$ cat src/rtl/mem_map_pkg.sv
// MIPS memory-map constants and the syncram master state type.
// Shared by the bus master, its address decoder and later cache/MMIO logic.
package mem_map_pkg;

  typedef enum logic [1:0] {
    ST_IDLE,
    ST_ACCESS,
    ST_WAIT,
    ST_RESP
  } smaster_state_t;

  localparam logic [31:0] MM_TEXT_BASE = 32'h0040_0000;
  localparam logic [31:0] MM_TEXT_SIZE = 32'h0000_1000;
  localparam logic [31:0] MM_DATA_BASE = 32'h1000_0000;
  localparam logic [31:0] MM_DATA_SIZE = 32'h0000_1000;
  localparam int          MM_RD_LAT    = 1;

endpackage

$ cat src/rtl/syncram_master_if.sv
// Request/response handshakes plus the RAM port of the syncram master.
// master = the controller itself, slave = requester and RAM side.
interface syncram_master_if #(
  parameter int DATA_W = 32,
  parameter int ADDR_W = 32
);
  logic              req_valid;
  logic              req_ready;
  logic              req_we;
  logic [ADDR_W-1:0] req_addr;
  logic [DATA_W-1:0] req_wdata;
  logic              resp_valid;
  logic              resp_ready;
  logic [DATA_W-1:0] resp_rdata;
  logic              resp_err;
  logic              mem_cs;
  logic              mem_oe;
  logic              mem_we;
  logic [ADDR_W-1:0] mem_addr;
  logic [DATA_W-1:0] mem_din;
  logic [DATA_W-1:0] mem_dout;

  modport master (
    input  req_valid, req_we, req_addr, req_wdata, resp_ready, mem_dout,
    output req_ready, resp_valid, resp_rdata, resp_err,
           mem_cs, mem_oe, mem_we, mem_addr, mem_din
  );

  modport slave (
    output req_valid, req_we, req_addr, req_wdata, resp_ready, mem_dout,
    input  req_ready, resp_valid, resp_rdata, resp_err,
           mem_cs, mem_oe, mem_we, mem_addr, mem_din
  );
endinterface

$ cat src/rtl/mem_addr_decode.sv
// Combinational memory-map check: region hits, alignment, and write-to-text.
// Region test is an unsigned offset compare so addresses below a base wrap and miss.
module mem_addr_decode
  import mem_map_pkg::*;
#(
  parameter int                ADDR_W    = 32,
  parameter logic [ADDR_W-1:0] TEXT_BASE = ADDR_W'(MM_TEXT_BASE),
  parameter logic [ADDR_W-1:0] TEXT_SIZE = ADDR_W'(MM_TEXT_SIZE),
  parameter logic [ADDR_W-1:0] DATA_BASE = ADDR_W'(MM_DATA_BASE),
  parameter logic [ADDR_W-1:0] DATA_SIZE = ADDR_W'(MM_DATA_SIZE)
) (
  input  logic [ADDR_W-1:0] addr,
  input  logic              we,
  output logic              hit_text,
  output logic              hit_data,
  output logic              misaligned,
  output logic              err
);
  logic [ADDR_W-1:0] text_off;
  logic [ADDR_W-1:0] data_off;

  assign text_off   = addr - TEXT_BASE;
  assign data_off   = addr - DATA_BASE;
  assign hit_text   = (text_off < TEXT_SIZE);
  assign hit_data   = (data_off < DATA_SIZE);
  assign misaligned = (addr[1:0] != 2'b00);
  assign err        = misaligned | ~(hit_text | hit_data) | (we & hit_text);
endmodule

$ cat src/rtl/syncram_master.sv
// Single-outstanding bus master for the syncram port: decode, one-cycle access,
// RD_LAT-cycle read wait, then a held response until the consumer accepts it.
module syncram_master
  import mem_map_pkg::*;
#(
  parameter int                DATA_W    = 32,
  parameter int                ADDR_W    = 32,
  parameter int                RD_LAT    = MM_RD_LAT,
  parameter logic [ADDR_W-1:0] TEXT_BASE = ADDR_W'(MM_TEXT_BASE),
  parameter logic [ADDR_W-1:0] TEXT_SIZE = ADDR_W'(MM_TEXT_SIZE),
  parameter logic [ADDR_W-1:0] DATA_BASE = ADDR_W'(MM_DATA_BASE),
  parameter logic [ADDR_W-1:0] DATA_SIZE = ADDR_W'(MM_DATA_SIZE)
) (
  input  logic              clk,
  input  logic              rst_b,
  syncram_master_if.master  bus
);
  localparam int CNT_W = 3;

  smaster_state_t    state_q, state_d;
  logic [CNT_W-1:0]  cnt_q;
  logic              we_q;
  logic [ADDR_W-1:0] addr_q;
  logic [DATA_W-1:0] wdata_q;
  logic [DATA_W-1:0] rdata_q;
  logic              err_q;
  logic              dec_hit_text, dec_hit_data, dec_misaligned, dec_flag_err;
  logic              dec_err;
  logic              accept;

  mem_addr_decode #(
    .ADDR_W(ADDR_W), .TEXT_BASE(TEXT_BASE), .TEXT_SIZE(TEXT_SIZE),
    .DATA_BASE(DATA_BASE), .DATA_SIZE(DATA_SIZE)
  ) u_decode (
    .addr(bus.req_addr), .we(bus.req_we),
    .hit_text(dec_hit_text), .hit_data(dec_hit_data),
    .misaligned(dec_misaligned), .err(dec_flag_err)
  );

  assign dec_err = dec_flag_err | dec_misaligned | ~(dec_hit_text | dec_hit_data);
  assign accept  = (state_q == ST_IDLE) & bus.req_valid;

  always_ff @(posedge clk) begin
    if (!rst_b) state_q <= ST_IDLE;
    else        state_q <= state_d;
  end

  always_comb begin
    state_d = state_q;
    unique case (state_q)
      ST_IDLE:   if (bus.req_valid) state_d = dec_err ? ST_RESP : ST_ACCESS;
      ST_ACCESS: state_d = we_q ? ST_RESP : ST_WAIT;
      ST_WAIT:   if (cnt_q == CNT_W'(1)) state_d = ST_RESP;
      ST_RESP:   if (bus.resp_ready) state_d = ST_IDLE;
      default:   state_d = ST_IDLE;
    endcase
  end

  // mem_addr only moves on a decoded-good accept, so errors never disturb the RAM port
  always_ff @(posedge clk) begin
    if (!rst_b) begin
      cnt_q   <= '0;
      we_q    <= 1'b0;
      addr_q  <= '0;
      wdata_q <= '0;
      rdata_q <= '0;
      err_q   <= 1'b0;
    end else begin
      if (accept) begin
        we_q    <= bus.req_we;
        wdata_q <= bus.req_wdata;
        if (dec_err) begin
          rdata_q <= '0;
          err_q   <= 1'b1;
        end else begin
          addr_q  <= bus.req_addr;
        end
      end
      if (state_q == ST_ACCESS) begin
        if (we_q) begin
          rdata_q <= '0;
          err_q   <= 1'b0;
        end else begin
          cnt_q   <= CNT_W'(RD_LAT);
        end
      end
      if (state_q == ST_WAIT) begin
        cnt_q <= cnt_q - CNT_W'(1);
        if (cnt_q == CNT_W'(1)) begin
          rdata_q <= bus.mem_dout;
          err_q   <= 1'b0;
        end
      end
    end
  end

  always_comb begin
    bus.req_ready  = (state_q == ST_IDLE);
    bus.resp_valid = (state_q == ST_RESP);
    bus.resp_rdata = rdata_q;
    bus.resp_err   = err_q;
    bus.mem_cs     = (state_q == ST_ACCESS) | (state_q == ST_WAIT);
    bus.mem_oe     = ((state_q == ST_ACCESS) & ~we_q) | (state_q == ST_WAIT);
    bus.mem_we     = (state_q == ST_ACCESS) & we_q;
    bus.mem_addr   = addr_q;
    bus.mem_din    = ((state_q == ST_ACCESS) & we_q) ? wdata_q : '0;
  end
endmodule

$ cat src/flat_wrapper.sv
// flat-port wrapper written by rule: the top's interface ports become plain ports
module syncram_master_flat import mem_map_pkg::*;
#(
  parameter int                DATA_W    = 32,
  parameter int                ADDR_W    = 32,
  parameter int                RD_LAT    = MM_RD_LAT,
  parameter logic [ADDR_W-1:0] TEXT_BASE = ADDR_W'(MM_TEXT_BASE),
  parameter logic [ADDR_W-1:0] TEXT_SIZE = ADDR_W'(MM_TEXT_SIZE),
  parameter logic [ADDR_W-1:0] DATA_BASE = ADDR_W'(MM_DATA_BASE),
  parameter logic [ADDR_W-1:0] DATA_SIZE = ADDR_W'(MM_DATA_SIZE)
)
  (clk, rst_b, bus_req_valid, bus_req_we, bus_req_addr, bus_req_wdata, bus_resp_ready, bus_mem_dout, bus_req_ready, bus_resp_valid, bus_resp_rdata, bus_resp_err, bus_mem_cs, bus_mem_oe, bus_mem_we, bus_mem_addr, bus_mem_din);
  syncram_master_if #(.DATA_W(DATA_W), .ADDR_W(ADDR_W)) bus_i ();
  input  logic clk;
  input  logic rst_b;
  input wire logic [$bits(bus_i.req_valid)-1:0] bus_req_valid;
  input wire logic [$bits(bus_i.req_we)-1:0] bus_req_we;
  input wire logic [$bits(bus_i.req_addr)-1:0] bus_req_addr;
  input wire logic [$bits(bus_i.req_wdata)-1:0] bus_req_wdata;
  input wire logic [$bits(bus_i.resp_ready)-1:0] bus_resp_ready;
  input wire logic [$bits(bus_i.mem_dout)-1:0] bus_mem_dout;
  output wire logic [$bits(bus_i.req_ready)-1:0] bus_req_ready;
  output wire logic [$bits(bus_i.resp_valid)-1:0] bus_resp_valid;
  output wire logic [$bits(bus_i.resp_rdata)-1:0] bus_resp_rdata;
  output wire logic [$bits(bus_i.resp_err)-1:0] bus_resp_err;
  output wire logic [$bits(bus_i.mem_cs)-1:0] bus_mem_cs;
  output wire logic [$bits(bus_i.mem_oe)-1:0] bus_mem_oe;
  output wire logic [$bits(bus_i.mem_we)-1:0] bus_mem_we;
  output wire logic [$bits(bus_i.mem_addr)-1:0] bus_mem_addr;
  output wire logic [$bits(bus_i.mem_din)-1:0] bus_mem_din;
  assign bus_i.req_valid = bus_req_valid;
  assign bus_i.req_we = bus_req_we;
  assign bus_i.req_addr = bus_req_addr;
  assign bus_i.req_wdata = bus_req_wdata;
  assign bus_i.resp_ready = bus_resp_ready;
  assign bus_i.mem_dout = bus_mem_dout;
  assign bus_req_ready = bus_i.req_ready;
  assign bus_resp_valid = bus_i.resp_valid;
  assign bus_resp_rdata = bus_i.resp_rdata;
  assign bus_resp_err = bus_i.resp_err;
  assign bus_mem_cs = bus_i.mem_cs;
  assign bus_mem_oe = bus_i.mem_oe;
  assign bus_mem_we = bus_i.mem_we;
  assign bus_mem_addr = bus_i.mem_addr;
  assign bus_mem_din = bus_i.mem_din;
  syncram_master #(.DATA_W(DATA_W), .ADDR_W(ADDR_W), .RD_LAT(RD_LAT), .TEXT_BASE(TEXT_BASE), .TEXT_SIZE(TEXT_SIZE), .DATA_BASE(DATA_BASE), .DATA_SIZE(DATA_SIZE)) u_core (.clk(clk), .rst_b(rst_b), .bus(bus_i));
endmodule
$ cat config.mk
export PLATFORM = sky130hd
export DESIGN_NAME = syncram_master_flat
export DESIGN_NICKNAME = d
export VERILOG_FILES = /design/src/rtl/mem_map_pkg.sv /design/src/rtl/syncram_master_if.sv /design/src/rtl/mem_addr_decode.sv /design/src/rtl/syncram_master.sv /design/src/flat_wrapper.sv
export SDC_FILE = /design/constraint.sdc
export NUM_CORES = 1
export LEC_CHECK = 0
export CORE_MARGIN = 1
export CORE_UTILIZATION = 43
export DETAILED_ROUTE_END_ITERATION = 6
export HOLD_SLACK_MARGIN = 0.1
export PLACE_DENSITY = 0.92
export SLEW_MARGIN = 10
export SYNTH_ARGS = -nofsm -noshare
export SYNTH_HDL_FRONTEND = slang
export SYNTH_SLANG_ARGS = --single-unit
$ cat constraint.sdc
create_clock -name clk -period 4.05 [get_ports clk]
set_clock_uncertainty 0.15 [all_clocks]
set_input_delay 0.405 -clock clk [delete_from_list [all_inputs] [get_ports clk]]
set_output_delay 0.405 -clock clk [all_outputs]
set_load 0.1 [all_outputs]
; ---- After elaboration in Yosys (flattened, before gate mapping)
; Cells that the tools add are included.
[totals]
wordCells = 62
input_bits = 101
reg_bits = 103
output_inout_bits = 102
[op_classes]
add_sub_neg = 3
reduce_logical = 6
n_mux = 22
eq_ne = 8
order_cmp = 2
bitwise_logic = 14
[op_table]
columns = operator, count
row1 = 32-bit 2-to-1 mux, 7
row2 = "32-bit by 13-bit < comparator with 1-bit output, second input constant", 2
row3 = "32-bit by 23-bit subtractor with 32-bit output, second input constant", 1
row4 = "32-bit by 29-bit subtractor with 32-bit output, second input constant", 1
row5 = 3-bit 2-to-1 mux, 3
row6 = 2-bit 2-to-1 mux, 4
row7 = 2-bit case mux with 4 select lines, 1
row8 = 1-bit 2-to-1 mux, 7
row9 = 1-bit OR, 7
row10 = "2-bit inequality test, second input constant", 3
row11 = 1-bit AND, 4
row12 = "2-bit == test, second input constant", 2
row13 = 2-bit AND reduction, 2
row14 = 2-bit nonzero test, 2
row15 = "3-bit by 1-bit == test with 1-bit output, second input constant", 1
row16 = 1-bit NOT, 3
row17 = 3-bit AND reduction, 1
row18 = "3-bit by 1-bit subtractor with 3-bit output, second input constant", 1
row19 = "2-bit by 1-bit == test with 1-bit output, second input constant", 1
row20 = 2-bit logical NOT, 1
row21 = "2-bit by 1-bit inequality test with 1-bit output, second input constant", 1

; ---- Logic depth before layout (Yosys ltp)
; Gate-level depths: netlist of the first run.
[logic_depth]
depth_word = 14
ltp_mapped = 8
ltp_nobuf = 6

; ---- By module
; A second synthesis of the first run with hierarchy kept.
[hier_totals]
cells_unflattened = 567
area_unflattened_um2 = 4504.3
[modules_own_cells]
columns = mod, cells_per_inst, area_each_um2, seq_area_each_um2, n_inst
row1 = syncram_master, 551, 4406.7, 2062.0, 1
row2 = mem_addr_decode, 16, 97.6, 0.0, 1

; ---- Worst setup path before layout of the first run
; No wires, ideal clock.
[synth_timing]
path_type = register to register
from = register u_core.state_q[0]
to = register u_core.addr_q[0] (netlist: u_core.bus.mem_addr[0])
slack_ns = 1.444
setup_time_ns = 0.118
arrival_time_ns = 2.338
stages_incl_launch_ff = 9
t_required_ns = 3.782
synth_period_minus_slack_ns = 2.606
n_path_buf = 2
cell_sequence = dfxtp_1 > inv_1 > ha_1 > and2_1 > buf_4 > o2111ai_1 > or2_4 > buf_6 > and3_1
[synth_between]
elab_chain_len = 3
[synth_rtl]
columns = item, line_no
row1 = from (decl), syncram_master.sv:20  ; smaster_state_t state_q, state_d;
row2 = from (signal assigned), syncram_master.sv:45  ; else state_q <= state_d;
row3 = 2-bit logical NOT, n/a
row4 = via bus_req_ready, flat_wrapper.sv:22  ; output wire logic [$bits(bus_i.req_ready)-1:0] bus_req_ready;
row5 = 1-bit AND, syncram_master.sv:41  ; assign accept = (state_q == ST_IDLE) & bus.req_valid;
row6 = 2-bit AND reduction (no line), n/a
row7 = to (signal assigned), syncram_master.sv:76  ; addr_q <= bus.req_addr;
row8 = to (decl), syncram_master.sv:23  ; logic [ADDR_W-1:0] addr_q;
; The timed path passes the listed nets, and every way through them passes these cells.
; A chain may end at the register's enable or synchronous reset.

; ---- Final worst setup path of the first run
[layout_timing]
from = register u_core.state_q[1]
to = output port bus_mem_cs
[layout_between]
elab_chain_len = 2
elab_cells_between_ends = 3
cone_classes = eq/ne: 2 / bitwise: 1
[layout_rtl]
columns = item, line_no
row1 = 2-bit by 1-bit == test with 1-bit output / 2-bit == test (equally long branches), syncram_master.sv:102  ; bus.mem_cs = (state_q == ST_ACCESS) | (state_q == ST_WAIT);
row2 = 1-bit OR (*), syncram_master.sv:102
row3 = to (decl), flat_wrapper.sv:26  ; output wire logic [$bits(bus_i.mem_cs)-1:0] bus_mem_cs;
; Every way passes the cells marked *; elsewhere a longest branch is shown, timed or not.

==> impl_results.md, run 1 <==
- Run status: finished, violations left
- Violated checks: DRC
- Most numerous cell in the Yosys netlist: nand2_1
- Clk buf depth: 2
- TritonCTS Buffers: 9
- Post-Synthesis Cell Area: 0.003959 mm2
- Pins Over Slew Limit: 0
- Number of synthesized flops with an enable pin: 0
- First-pass GRT wire length: around 19000 um
- Cell taking the most area after synthesis: dfxtp_1
- Yosys reg bits: 103
- Residual DRC: 13
- Most used flip-flop cell after synthesis: dfxtp_1
- Required @ worst endpoint: roughly 3.5 ns
- Clock Sinks: between 100 and 150
- Routed Wire Length: 11630 um
- DP Area: 0.005902 mm2
- Leakage power: roughly 2.5 nW
- Buf+Inv Stages, Crit Path: 2
- Root Buffer: clkbuf_8
- Sequential area share after synthesis: a little over half
- Setup Viol. Count Final: 0
- Peak VDD IR: 0.0002943 V
- Most common library cells after synthesis: 140 x nand2_1, 103 x dfxtp_1, 52 x and3_1
- Drt first pass iters: 6
- Syn Inst Count: roughly 480
- Via count: 3988
- Post-CTS Resized: 0
- Gp weighted congestion: 0.7656
- Die footprint: 0.009594 mm2
- CP Launch Type: flop
- # fillers: 676
- Vias in the first global route: around 4.0k
- Total grt overflow: 0
- Tightest Pin Transition: 1.073 ns
- Post-detail-place hpwl: between 8000 and 9000 um
- Largest net degree at the start of global routing: 48
- Min Tclk post-route: 2.983 ns
- Synth area leaders: dfxtp_1 52%, nand2_1 13%, and3_1 8.2%, a21oi_1 5.6%, o21ai_1 5.4%
- # hold bufs at CTS: 0
- Hold Crit Class: flop to flop
- Top-Level Pins: just over 200
- Crit path DAT: 2.43 ns
- Fraction of layout cells with a size suffix above 1: 9.009%
- Postcts setup bufs: 0
- Area delta synth->final: 54.80%
- Core Util, Final: 69.59%
- RSZ-0062 raised after global routing: no
- CP max stage delay: 1.19 ns
- Max Cap Violations: 0
- Setup_tns: 0 ns
- Netlist cell types: 39
- Clock slew at reported path FFs: roughly 0.10 ns
- Die height: between 90 and 100 um
- Iter 0 DRT Violations: 190
- Fin. Hold Viols: 0
- Final Cell Area: 0.006128 mm2
- Crit-path max FO: 5
- Post-synth top area share: 52.09%
- Ys Warns: 0
- Crit path cell chain: inv_1 -> ha_1 -> clkdlybuf4s50_1
- Avg Cell Area, Syn: 8.230 um2
- Final ANT Viol Nets: 0
- CTS tree: yes
- Max-slew headroom: 28.24%
- Final net count: 768
- Vias/cell: 5.152
- Crit Path Class: flop to primary output
- Peak Freq: 335.2 MHz
- Wirelength per Cell: 15.03 um
- Ant diodes: 0
- Hold Worst Slack: 0.3040 ns
- Critical path's top delay family: buffers and inverters
- CTS H-Tree Depth: 3
- PortBufs: 202
- Row count: 34
- Starting Density: 44.96%
- Final Cycle Share: 73.65%
- Worst Setup End Kind: primary output
- Core Area: approximately 0.009 mm2
- Slowest cell on the critical path: clkdlybuf4s50_1
- Post-Syn Nets: 588
- Initial antenna violation count: 0
- Gr usage total: 24.20%
- DIE WIDTH: 97.95 um
- FFs w/ async S/R, synth: 0%
- Worst-skew pair later-pin latency: 0.35 ns
- PD cells: 498.0 mW/mm2
-- power breakdown --
group | internal [mW] | switching, mW
combinational | 0.320 | 0.832
clock | 0.355 | 0.360
sequential | 1.12 | 0.0692
-- state kept, by name (all words and copies together), names as in the netlist --
signal,count
u_core.bus.mem_addr,32
u_core.bus.resp_rdata,32
u_core.wdata_q,32
u_core.cnt_q,3
u_core.state_q,2
u_core.bus.resp_err,1
u_core.we_q,1
-- cell families after synthesis --
family	synth area share [%]
and+or+nand+nor	26.64
muxes	0.7586
DFF	52.09
buffers and inverters	5.120
adders and majority gates	1.896
AOI/OAI and AO/OA	13.50
-- final timing paths --
path / endpoint / cells past startpoint / slack [ns] / start
worst max-delay path: bus_mem_cs / 3 / 1.07 / u_core.state_q[1]$_SDFFE_PN0P_
worst min-delay path: u_core.wdata_q[23]$_SDFFE_PN0P_ / 2 / 0.30 / u_core.wdata_q[23]$_SDFFE_PN0P_
worst max register to register: u_core.bus.resp_rdata[24]$_SDFF_PN0_ / 6 / 1.36 / u_core.state_q[1]$_SDFFE_PN0P_
worst min register to register: u_core.wdata_q[23]$_SDFFE_PN0P_ / 2 / 0.30 / u_core.wdata_q[23]$_SDFFE_PN0P_
-- cell type report --
class	instances	area (um2)	area share (%)
Sequential cell	103	2062	33.65
Timing Repair Buffer	206	1967	32.09
Multi-Input combinational cell	331	1700	27.75
Tap cell	108	135.1	2.205
Clock buffer	9	123.9	2.021
Clock inverter	7	102.6	1.674
Inverter	10	37.54	0.6125
-- routing by layer --
| layer | vias to the layer above | GRT usage (%) | part of all wire [%] |
|---|---|---|---|
| li1 | 1974 | - | - |
| met1 | 1830 | 26.97 | 40 |
| met2 | 158 | 42.80 | 50 |
| met3 | 26 | 7.230 | 8.2 |
| met4 | 0 | 10.14 | 2.6 |
| met5 | - | 0 | 0 |
-- layout by cell type, fill, tap and decap left out, types with 2 or more instances in the layout --
cell type and count:
clkdlybuf4s50_1 168, nand2_1 140, dfxtp_1 103, and3_1 52, a21oi_1 44, o21ai_1 43, buf_4 38, nand4_1 11
clkbuf_8 9, inv_1 7, ha_1 6, nor2_1 4, nor4_1 3, mux2i_1 3, nor3b_1 2, and2_1 2
o211a_1 2, inv_2 2, a211oi_1 2, clkinv_4 2, bufinv_16 2, inv_6 2
-- stage by stage --
step,std cells,setup slack (ns),total power [mW]
after global routing,774,0.9781,3.210
after detailed placement,758,1.103,2.356
after floorplan,481,1.444,2.028
after global placement,758,1.255,2.314
after CTS,774,1.056,3.065
final,774,1.067,3.052
-- tightest hold or removal path, delay by kind of cell, from the launching register on --
kind | cells | cell delay [ns]
flops | 1 | 0.32
simple gates | 1 | 0.05
compound gates | 1 | 0.05
No activity file was read; power rests on OpenSTA's default activity.
==> run 2, diff against run 1 <==
- CORE_UTILIZATION: 43 -> 40
- PLACE_DENSITY: 0.92 -> 0.87
- clock period: 4.05 -> 2.9 ns (I/O delays scaled with it)
==> run 2 against run 1 <==
Compared with the run above:
- clock power increased by 16%
- combinational power up 40%
- hold slack worse by 0.0021 ns
- count of clock-buffer cells in the layout unchanged
- sequential power increased by 39%
- routed wire length up 0.83%
- the run now ends clean
- sequential share of layout area decreased by 1.4 points
- sequential cell count did not move
- die area rose by 7.3%
- utilization decreased by 1.8 points
- largest cell class is now buffers
==> impl_results.md, run 2 (synthesis results as in run 1) <==
- Residual DRC: 0 (was 13)
- Postcts setup bufs: 0 (unchanged)
- TritonCTS Buffers: 9 (unchanged)
- Die height: 101.5 um (was 97.95 um)
- Core Util, Final: 67.83% (was 69.59%)
- Core Area: 0.009415 mm2 (was 0.008806 mm2)
- Max Cap Violations: 0 (unchanged)
- Top-Level Pins: 203 (unchanged)
- Final net count: 773 (was 768)
- Max-slew headroom: 33.92% (was 28.24%)
- Pins Over Slew Limit: 0 (unchanged)
- # fillers: 751 (was 676)
- Most common cell after layout, fill and taps aside: nand2_1 (was clkdlybuf4s50_1)
- Most frequent cells in the layout: 140 x nand2_1, 103 x dfxtp_1, 100 x clkdlybuf4s50_1, 78 x buf_4, 52 x and3_1 (was 168 x clkdlybuf4s50_1, 140 x nand2_1, 103 x dfxtp_1, 52 x and3_1, 44 x a21oi_1)
- Peak Freq: 423.8 MHz
- CP Launch Point: u_core.we_q$_SDFFE_PN0P_ (was u_core.state_q[1]$_SDFFE_PN0P_)
- Wirelength per Cell: 14.66 um (was 15.03 um)
- Vias in the first global route: 3861 (was 3981)
- Leakage power: 2.734 nW (was 2.508 nW)
- Clock Sinks: 103 (unchanged)
- Run status: finished, final reports clean (was finished, violations left)
- Non-filler instance count after layout: 800 (was 774)
- Final Cycle Share: approximately four fifths
- Area delta synth->final: 61.31% (was 54.80%)
- M1 WL: 4833 um (was 4604 um)
- CP Launch Type: flop (unchanged)
- Post-CTS Resized: 0 (unchanged)
- PD cells: 640.9 mW/mm2 (was 498.0 mW/mm2)
- Crit path DAT: 1.92 ns (was 2.43 ns)
- Via count: 4065 (was 3988)
- Initial antenna violation count: 0 (unchanged)
- CTS tree: yes (unchanged)
- Fin. Hold Viols: 0 (unchanged)
- Tightest Pin Transition: 0.9912 ns (was 1.073 ns)
- Ant diodes: 0 (unchanged)
- Min Tclk post-route: 2.360 ns
- Iter 0 DRT Violations: 139 (was 190)
- Metal3 WL: 1039 um (was 950 um)
- Hold Crit Class: flop to flop (unchanged)
- Routed Wire Length: 11730 um (was 11630 um)
- Gp weighted congestion: 0.7991 (was 0.7656)
- Post-detail-place hpwl: 8687 um (was 8252 um)
- Largest net degree at the start of global routing: 48 (unchanged)
- WL met2: 5618 um (was 5777 um)
- Final ANT Viol Nets: 0 (unchanged)
- Vias/cell: 5.081 (was 5.152)
- Root Buffer: clkbuf_8 (unchanged)
- Worst hold start: u_core.bus.resp_rdata[19]$_SDFF_PN0_ (was u_core.wdata_q[23]$_SDFFE_PN0P_)
- CTS H-Tree Depth: 3 (unchanged)
- Die footprint: 0.01030 mm2 (was 0.009594 mm2)
- Worst Setup End Kind: primary output (unchanged)
- Gr usage total: 23.21% (was 24.20%)
- Setup_tns: 0 ns (unchanged)
- Drt first pass iters: 5 (was 6)
- Dpl cells: 784 (was 758)
- Total grt overflow: 0 (unchanged)
- Reg2reg start: u_core.we_q$_SDFFE_PN0P_ (was u_core.state_q[1]$_SDFFE_PN0P_)
- Clk buf depth: 2 (unchanged)
- Clock slew at reported path FFs: 0.09 ns (was 0.10 ns)
- Setup WS pre-CTS: 0.4631 ns (was 1.103 ns)
- Crit Path Class: flop to primary output (unchanged)
- Starting Density: 42.05% (was 44.96%)
- Worst Slack Setup Final: 0.5404 ns (was 1.067 ns)
- Fraction of layout cells with a size suffix above 1: 19.82% (was 9.009%)
- # hold bufs at CTS: 0 (unchanged)
- PortBufs: 202 (unchanged)
- Crit-path max FO: 35 (was 5)
- DIE WIDTH: 101.5 um (was 97.95 um)
- Row count: 35 (was 34)
- Highest Signal Layer: met4 (unchanged)
- Peak VDD IR: 0.0004470 V (was 0.0002943 V)
- RSZ-0062 raised after global routing: no (unchanged)
- Required @ worst endpoint: 2.46 ns (was 3.49 ns)
- First-pass GRT wire length: 18640 um (was 18820 um)
- Setup Viol. Count Final: 0 (unchanged)
- Worst-skew pair later-pin latency: 0.36 ns (was 0.35 ns)
[run 2: cell types whose count changed in the layout (fill, tap and decap cells not counted)]
cell,before,now
clkdlybuf4s50_1,168,100
inv_8,0,1
clkinv_4,2,0
clkinv_2,0,2
clkinvlp_4,1,2
buf_4,38,78
buf_12,0,33
bufinv_16,2,0
[run 2: critical path, cell delays in order, from the launching register on]
cell	delay (ns)
dfxtp_1	0.97
nand2_1	0.19
inv_1	0.20
buf_12	0.19
[run 2: power by group]
group,switching (mW),leakage (nW),internal [mW]
registers,0.0953,0.836,1.56
clock network,0.508,0.0879,0.322
logic,1.17,1.81,0.444
total,1.77,2.73,2.32
[run 2: area by class of cell]
cell class                      instances  area, um2  share of cell area, %
Sequential cell                       103       2062                  32.29
Tap cell                              129      161.4                  2.527
Timing Repair Buffer                  211       2247                  35.19
Clock inverter                          7      53.80                 0.8425
Multi-Input combinational cell        331       1700                  26.63
Clock buffer                            9      123.9                  1.940
Inverter                               10      37.54                 0.5878
[run 2: routing by layer]
layer  up-vias  GRT usage, %
met5         -             0
met3        18         7.384
met4         0         10.48
met2       172         38.36
li1       1994             -
met1      1881         27.62
[run 2: through the flow]
stage | hold WS (ns) | instance area [um2] | power, mW
after floorplan | 0.2546 | 3959 | 2.833
after global placement | 0.2862 | 6208 | 3.241
after detailed placement | 0.2919 | 6208 | 3.298
after CTS | 0.2942 | 6386 | 4.118
after global routing | 0.3010 | 6386 | 4.322
final | 0.3018 | 6386 | 4.093
[run 2: path summary, 6_finish.rpt]
check                                               to  slack (ns)  depth (start not counted)
setup / recovery                            bus_mem_we        0.54                          3
hold reg to reg   u_core.bus.resp_rdata[19]$_SDFF_PN0_        0.30                          2
hold / removal    u_core.bus.resp_rdata[19]$_SDFF_PN0_        0.30                          2
setup reg to reg  u_core.bus.resp_rdata[17]$_SDFF_PN0_        0.55                          4
